[config.mk]
export PLATFORM = sky130hd
export DESIGN_NAME = sram1rw_arb_ctrl
export DESIGN_NICKNAME = d
export VERILOG_FILES = /design/src/rtl/sram1rw_arb_pkg.sv /design/src/rtl/sram1rw_rr_arb2.sv /design/src/rtl/sram1rw_arb_ctrl.sv
export SDC_FILE = /design/constraint.sdc
export NUM_CORES = 1
export LEC_CHECK = 0
export CAP_MARGIN = 15
export CELL_PAD_IN_SITES_DETAIL_PLACEMENT = 0
export CELL_PAD_IN_SITES_GLOBAL_PLACEMENT = 1
export CORE_AREA = 2 2 261 263
export CTS_CLUSTER_DIAMETER = 120
export DETAILED_ROUTE_END_ITERATION = 16
export DIE_AREA = 0 0 263 265
export HOLD_SLACK_MARGIN = 0.02
export MAX_ROUTING_LAYER = met4
export PLACE_DENSITY = 0.6
export SLEW_MARGIN = 5
export SYNTH_ARGS = -nofsm -noshare
export SYNTH_HDL_FRONTEND = slang
export SYNTH_SLANG_ARGS = --single-unit
[constraint.sdc]
create_clock -name clock -period 1.5 [get_ports clock]
set_input_delay 0.225 -clock clock [delete_from_list [all_inputs] [get_ports clock]]
set_output_delay 0.225 -clock clock [all_outputs]
set_load 0.02 [all_outputs]
[src/rtl/sram1rw_arb_pkg.sv]
// -----------------------------------------------------------------------------
// sram1rw_arb_pkg
// Shared types and defaults for the SRAM1RW128x128 sequencer/arbiter.
//   ADDR_W_DEF / DATA_W_DEF : default macro geometry (7-bit address, 128-bit word)
//   state_t                 : controller state (ST_INIT zero-fill, ST_RUN service)
//   req_id_t                : requester index (0 or 1)
//   rsp_pipe_t              : one stage of the read-return tracking pipe
// -----------------------------------------------------------------------------
package sram1rw_arb_pkg;

    localparam int ADDR_W_DEF = 7;
    localparam int DATA_W_DEF = 128;

    typedef enum logic {
        ST_INIT = 1'b0,
        ST_RUN  = 1'b1
    } state_t;

    typedef logic req_id_t;

    typedef struct packed {
        logic    valid;
        req_id_t id;
    } rsp_pipe_t;

endpackage : sram1rw_arb_pkg

[src/rtl/sram1rw_rr_arb2.sv]
// -----------------------------------------------------------------------------
// sram1rw_rr_arb2
// Two-input round-robin arbiter. Grant is combinational from valid; the
// priority pointer moves to the other requester whenever a grant is taken,
// so two continuously valid requesters alternate strictly.
// Ports:
//   clock  : clock
//   reset  : synchronous active-high reset (pointer -> requester 0)
//   enable : grants are only issued while high
//   valid  : per-requester request
//   grant  : per-requester grant (at most one bit set)
// -----------------------------------------------------------------------------
module sram1rw_rr_arb2
    import sram1rw_arb_pkg::*;
(
    input  logic       clock,
    input  logic       reset,
    input  logic       enable,
    input  logic [1:0] valid,
    output logic [1:0] grant
);

    req_id_t ptr_r;

    // Grant: a requester wins if it is alone or currently holds priority.
    always_comb begin
        grant    = 2'b00;
        grant[0] = enable & valid[0] & (~valid[1] | (ptr_r == 1'b0));
        grant[1] = enable & valid[1] & (~valid[0] | (ptr_r == 1'b1));
    end

    // Priority pointer: hand priority to the other requester after a grant.
    always_ff @(posedge clock) begin
        if (reset) begin
            ptr_r <= 1'b0;
        end else if (grant[0]) begin
            ptr_r <= 1'b1;
        end else if (grant[1]) begin
            ptr_r <= 1'b0;
        end else begin
            ptr_r <= ptr_r;
        end
    end

endmodule : sram1rw_rr_arb2

[src/rtl/sram1rw_arb_ctrl.sv]
// -----------------------------------------------------------------------------
// sram1rw_arb_ctrl
// Sequencer and two-requester arbiter in front of one single-port SRAM1RW
// macro. After reset the whole array is written with INIT_VAL (one word per
// cycle, DEPTH cycles), then one read or write per cycle is granted with
// round-robin fairness. Read data comes back two cycles after the grant and
// is steered to the requester that issued it.
// Ports:
//   clock, reset                    : clock, synchronous active-high reset
//   reqK_valid/ready/we/addr/wdata  : requester K command channel (K = 0,1)
//   rsp0_valid, rsp1_valid          : one-cycle read-return strobes
//   rsp_data                        : read data (shared, straight from mem_o)
//   init_done                       : high once the array has been filled
//   mem_csb/web/oeb/a/i, mem_o      : macro interface (controls active low)
//   perf_grant0/1                   : grant counters, only present when
//                                     SRAM1RW_ARB_PERF_EN is defined
// -----------------------------------------------------------------------------
module sram1rw_arb_ctrl
    import sram1rw_arb_pkg::*;
#(
    parameter int                ADDR_W   = ADDR_W_DEF,
    parameter int                DATA_W   = DATA_W_DEF,
    parameter int                DEPTH    = 128,
    parameter logic [DATA_W-1:0] INIT_VAL = {DATA_W{1'b0}}
) (
    input  logic              clock,
    input  logic              reset,
    input  logic              req0_valid,
    output logic              req0_ready,
    input  logic              req0_we,
    input  logic [ADDR_W-1:0] req0_addr,
    input  logic [DATA_W-1:0] req0_wdata,
    input  logic              req1_valid,
    output logic              req1_ready,
    input  logic              req1_we,
    input  logic [ADDR_W-1:0] req1_addr,
    input  logic [DATA_W-1:0] req1_wdata,
    output logic              rsp0_valid,
    output logic              rsp1_valid,
    output logic [DATA_W-1:0] rsp_data,
    output logic              init_done,
    output logic              mem_csb,
    output logic              mem_web,
    output logic              mem_oeb,
    output logic [ADDR_W-1:0] mem_a,
    output logic [DATA_W-1:0] mem_i,
    input  logic [DATA_W-1:0] mem_o
`ifdef SRAM1RW_ARB_PERF_EN
    ,
    output logic [31:0]       perf_grant0,
    output logic [31:0]       perf_grant1
`endif
);

    // One extra counter bit so the final address is seen without wrapping.
    localparam int                CNT_W    = ADDR_W + 1;
    localparam logic [CNT_W-1:0]  LAST_CNT = CNT_W'(DEPTH - 1);

    state_t            state_r;
    logic [CNT_W-1:0]  init_cnt_r;
    logic [1:0]        grant_s;
    logic              cmd_fire_s;
    req_id_t           cmd_id_s;
    logic              cmd_we_s;
    logic [ADDR_W-1:0] cmd_addr_s;
    logic [DATA_W-1:0] cmd_wdata_s;
    rsp_pipe_t         pipe_s1_r;
    rsp_pipe_t         pipe_s2_r;

    sram1rw_rr_arb2 u_arb (
        .clock  (clock),
        .reset  (reset),
        .enable (state_r == ST_RUN),
        .valid  ({req1_valid, req0_valid}),
        .grant  (grant_s)
    );

    assign req0_ready = grant_s[0];
    assign req1_ready = grant_s[1];

    // Select the granted requester's command.
    always_comb begin
        cmd_fire_s = grant_s[0] | grant_s[1];
        cmd_id_s   = grant_s[1];
        if (grant_s[1]) begin
            cmd_we_s    = req1_we;
            cmd_addr_s  = req1_addr;
            cmd_wdata_s = req1_wdata;
        end else begin
            cmd_we_s    = req0_we;
            cmd_addr_s  = req0_addr;
            cmd_wdata_s = req0_wdata;
        end
    end

    // Controller FSM and registered macro command stage.
    always_ff @(posedge clock) begin
        if (reset) begin
            state_r    <= ST_INIT;
            init_cnt_r <= {CNT_W{1'b0}};
            init_done  <= 1'b0;
            mem_csb    <= 1'b1;
            mem_web    <= 1'b1;
            mem_a      <= {ADDR_W{1'b0}};
            mem_i      <= {DATA_W{1'b0}};
        end else begin
            case (state_r)
                ST_INIT: begin
                    mem_csb    <= 1'b0;
                    mem_web    <= 1'b0;
                    mem_a      <= init_cnt_r[ADDR_W-1:0];
                    mem_i      <= INIT_VAL;
                    init_cnt_r <= init_cnt_r + CNT_W'(1);
                    if (init_cnt_r == LAST_CNT) begin
                        state_r   <= ST_RUN;
                        init_done <= 1'b1;
                    end else begin
                        state_r   <= ST_INIT;
                        init_done <= 1'b0;
                    end
                end
                ST_RUN: begin
                    state_r    <= ST_RUN;
                    init_cnt_r <= init_cnt_r;
                    init_done  <= 1'b1;
                    if (cmd_fire_s) begin
                        mem_csb <= 1'b0;
                        mem_web <= ~cmd_we_s;
                        mem_a   <= cmd_addr_s;
                        mem_i   <= cmd_wdata_s;
                    end else begin
                        mem_csb <= 1'b1;
                        mem_web <= 1'b1;
                        mem_a   <= mem_a;
                        mem_i   <= mem_i;
                    end
                end
                default: begin
                    state_r    <= ST_INIT;
                    init_cnt_r <= {CNT_W{1'b0}};
                    init_done  <= 1'b0;
                    mem_csb    <= 1'b1;
                    mem_web    <= 1'b1;
                    mem_a      <= {ADDR_W{1'b0}};
                    mem_i      <= {DATA_W{1'b0}};
                end
            endcase
        end
    end

    // Read-return tracking: stage 1 covers the macro access cycle, stage 2
    // the cycle in which mem_o carries the data.
    always_ff @(posedge clock) begin
        if (reset) begin
            pipe_s1_r <= '{valid: 1'b0, id: 1'b0};
            pipe_s2_r <= '{valid: 1'b0, id: 1'b0};
        end else begin
            pipe_s1_r.valid <= cmd_fire_s & ~cmd_we_s;
            pipe_s1_r.id    <= cmd_id_s;
            pipe_s2_r       <= pipe_s1_r;
        end
    end

    assign rsp0_valid = pipe_s2_r.valid & (pipe_s2_r.id == 1'b0);
    assign rsp1_valid = pipe_s2_r.valid & (pipe_s2_r.id == 1'b1);
    assign rsp_data   = mem_o;
    assign mem_oeb    = 1'b0;

`ifdef SRAM1RW_ARB_PERF_EN
    // Saturating per-requester grant counters; grants never occur in INIT.
    always_ff @(posedge clock) begin
        if (reset) begin
            perf_grant0 <= 32'd0;
            perf_grant1 <= 32'd0;
        end else begin
            if (grant_s[0] && (perf_grant0 != 32'hFFFF_FFFF)) begin
                perf_grant0 <= perf_grant0 + 32'd1;
            end else begin
                perf_grant0 <= perf_grant0;
            end
            if (grant_s[1] && (perf_grant1 != 32'hFFFF_FFFF)) begin
                perf_grant1 <= perf_grant1 + 32'd1;
            end else begin
                perf_grant1 <= perf_grant1;
            end
        end
    end
`endif

endmodule : sram1rw_arb_ctrl
==> flow_metrics.tcl <==
set metrics [dict create \
    clock-root-buffer "clkbuf_16" \
    grt_max_degree 62 \
    postRouteAntennaNets 0 \
    layout_min_cycle_time_ps 1600 \
    cts_tree "done" \
    synth_top_area_share_pct 43.6 \
    dieArea_sq_um 69700 \
    synth-main-ff-cell "dfxtp_1" \
    start_kind "input port" \
    io_buffers 417 \
    rows 95 \
    die_y_microns 265 \
    cp_data_required_time_ps 1900 \
    ys_seq_area_share_pct 43.6 \
    synth_seq_cells 151 \
    hold_path_depth 3 \
    synth-edff-count 0 \
    syn_area_sq_um 6930 \
    min_period_over_period_pct 107 \
    finalSetupViolations 85 \
    place_congestion 0.775 \
    setup_ws_ps -99.2 \
    io_pins 675 \
    clock-sinks 151 \
    async_flop_share_pct 0 \
    grt_first_pass_wirelength_microns 45800 \
    drv_slew 0 \
    fmax_mhz 625 \
    crit_arrival_ps 1990 \
    cts-htree-levels 4 \
    report.final.hold_viol_count 0 \
    start_util_pct 10.4 \
    clock_path_buffers 2 \
    r2r_cells 8 \
    power.total_w 0.0101 \
    finalNetCount 1522 \
    clk_latency_ps 480 \
    drt-initial-drc-count 315 \
    avgSynthCellArea_sq_um 8.62 \
    vias 6916 \
    pwr_density_cell_nw_per_um2 796 \
    worstSetupPathType "input port to flop" \
    critPathMaxFanout 8 \
    first_pass_iters 5 \
    grt_pass1_vias 6967 \
    syn2layout_area_growth_pct 83.3 \
    rsz0062_at_grt "yes" \
    cellLeakagePower_nw 4.88 \
    dieWidth_microns 263 \
    clkTransAtPathRegs_ps 60 \
    yosys_warnings 0 \
    irDropWorstVdd_uv 627 \
    synth.area.top_cells "dfxtp_1 (44%), buf_4 (14%), a22oi_1 (12%)" \
    grt_use_total_pct 9.35 \
    wl_per_cell_microns 16.7 \
    max_cap_violations 0 \
    end_kind "flop" \
    wl_microns 33600 \
    holdCritPathClass "input port to flop" \
    final_util_pct 19.0 \
    dp_hpwl_microns 23100 \
    setup-tns-final_ps -2510 \
    synthCells 804 \
    drc 0 \
    via_per_inst 3.45 \
    grt_overflow 0 \
    syn_nets 1209 \
    core_area_sq_um 66800 \
    synth.distinct_cells 42 \
    outcome "finished with violations" \
    finalClockSkew_ps 17.2 \
    synth_top_cell_by_area "dfxtp_1" \
    failed_checks "setup timing" \
    drive_gt1_share_pct 15.9 \
    cts_buffers 17 \
    grt_antenna_before_repair 1 \
]
[sequential cells by signal, summed over array words and instances (netlist names)]
| signal | count |
|---|---|
| init_cnt_r | 8 |
| mem_a | 7 |
| mem_csb | 1 |
| mem_i | 128 |
| mem_web | 1 |
| pipe_s1_r | 2 |
| pipe_s2_r | 2 |
| state_r | 1 |
| u_arb.ptr_r | 1 |
[synth_stat cells, types with 2 or more instances]
cell type,n
dfxtp_1,151
buf_4,132
nand2_1,132
a22oi_1,111
o21ai_1,100
buf_2,34
o21ai_0,28
mux2i_1,24
clkbuf_1,19
nor2_1,14
a21oi_1,7
o22ai_1,6
and3_1,5
nor2b_1,5
xor2_1,4
and2_1,2
buf_6,2
nand3_1,2
nor3_1,2
xnor2_1,2
[logic make-up (layout without fill, tap and decap cells)]
logic type | Yosys count | after routing | synth area share, %
adder cells (fa/ha/maj) | 1 | 1 | 0.180
flip-flops | 151 | 151 | 43.6
XOR/XNOR | 6 | 6 | 0.758
other | 1 | 2 | 0.0541
AND/OR/NAND/NOR | 171 | 171 | 10.4
buffers and inverters | 190 | 516 | 18.3
AO/OA/AOI/OAI | 259 | 259 | 23.2
multiplexers | 25 | 25 | 3.63
[per-layer routing]
metal	global-route usage [%]	part of all wire, %
met5	-	0
met2	15.4	49
met4	4.37	2.8
met1	9.68	40
met3	3.98	7.7
[path summary, 6_finish.rpt]
| check | slack [ps] | start | to |
|---|---|---|---|
| max | -100 | req0_valid | mem_i[51] |
| min | 200 | req1_valid | pipe_s1_r[0] |
| max reg2reg | -90 | u_arb.ptr_r | mem_i[51] |
| min reg2reg | 440 | mem_i[32] | mem_i[32] |
[critical path: stages]
cell             delay (ps)
clkdlybuf4s50_1         520
and2b_2                 290
buf_6                   130
nor2b_4                 180
buf_12                  200
buf_12                  160
buf_8                   110
a22oi_2                  50
o21ai_1                 120
[layout make-up]
| class | instances | area [sq um] |
|---|---|---|
| Fill cell | 7436 | 54100 |
| Timing Repair Buffer | 482 | 5020 |
| Sequential cell | 151 | 3030 |
| Multi-Input combinational cell | 463 | 2940 |
| Tap cell | 873 | 1090 |
| Clock buffer | 20 | 457 |
| Clock inverter | 12 | 151 |
| Inverter | 2 | 7.51 |
| Antenna cell | 1 | 2.50 |
[power by group]
part	leakage [nW]	internal [W]	switching [W]	total (W)
logic	3.37	0.000965	0.000514	0.00148
clock network	0.296	0.00269	0.00191	0.00461
registers	1.22	0.00402	0.0000121	0.00403
[cell usage in the layout, fill, tap and decap left out, types with 8 or more instances in the layout]
cell type and instances:
a22oi_1 63, a22oi_2 48, buf_12 15, buf_4 27, buf_6 9, clkbuf_16 23, clkdlybuf4s15_1 8, clkdlybuf4s50_1 274
dfxtp_1 145, dlygate4sd2_1 118, mux2i_1 21, nand2_1 132, nor2_1 14, o21ai_1 127
[repair_timing]
action | in CTS | in global routing
gates resized for setup | 230 | 80
pin swaps | 5 | 47
cloned | 6 | 8
setup endpoints to repair | 245 | 138
hold buffers | 0 | 0
setup buffers | 13 | 5
[metrics by stage]
step	hold WS, ps	instances	instance area, sq um	worst slack, ps
floorplan	297	804	6940	37.0
global placement	421	1944	11400	-567
detailed placement	434	1944	11400	-566
CTS	276	1995	12300	-117
global route	186	2004	12700	-157
finish	196	2004	12700	-99.2
No activity file was read; power rests on OpenSTA's default activity.
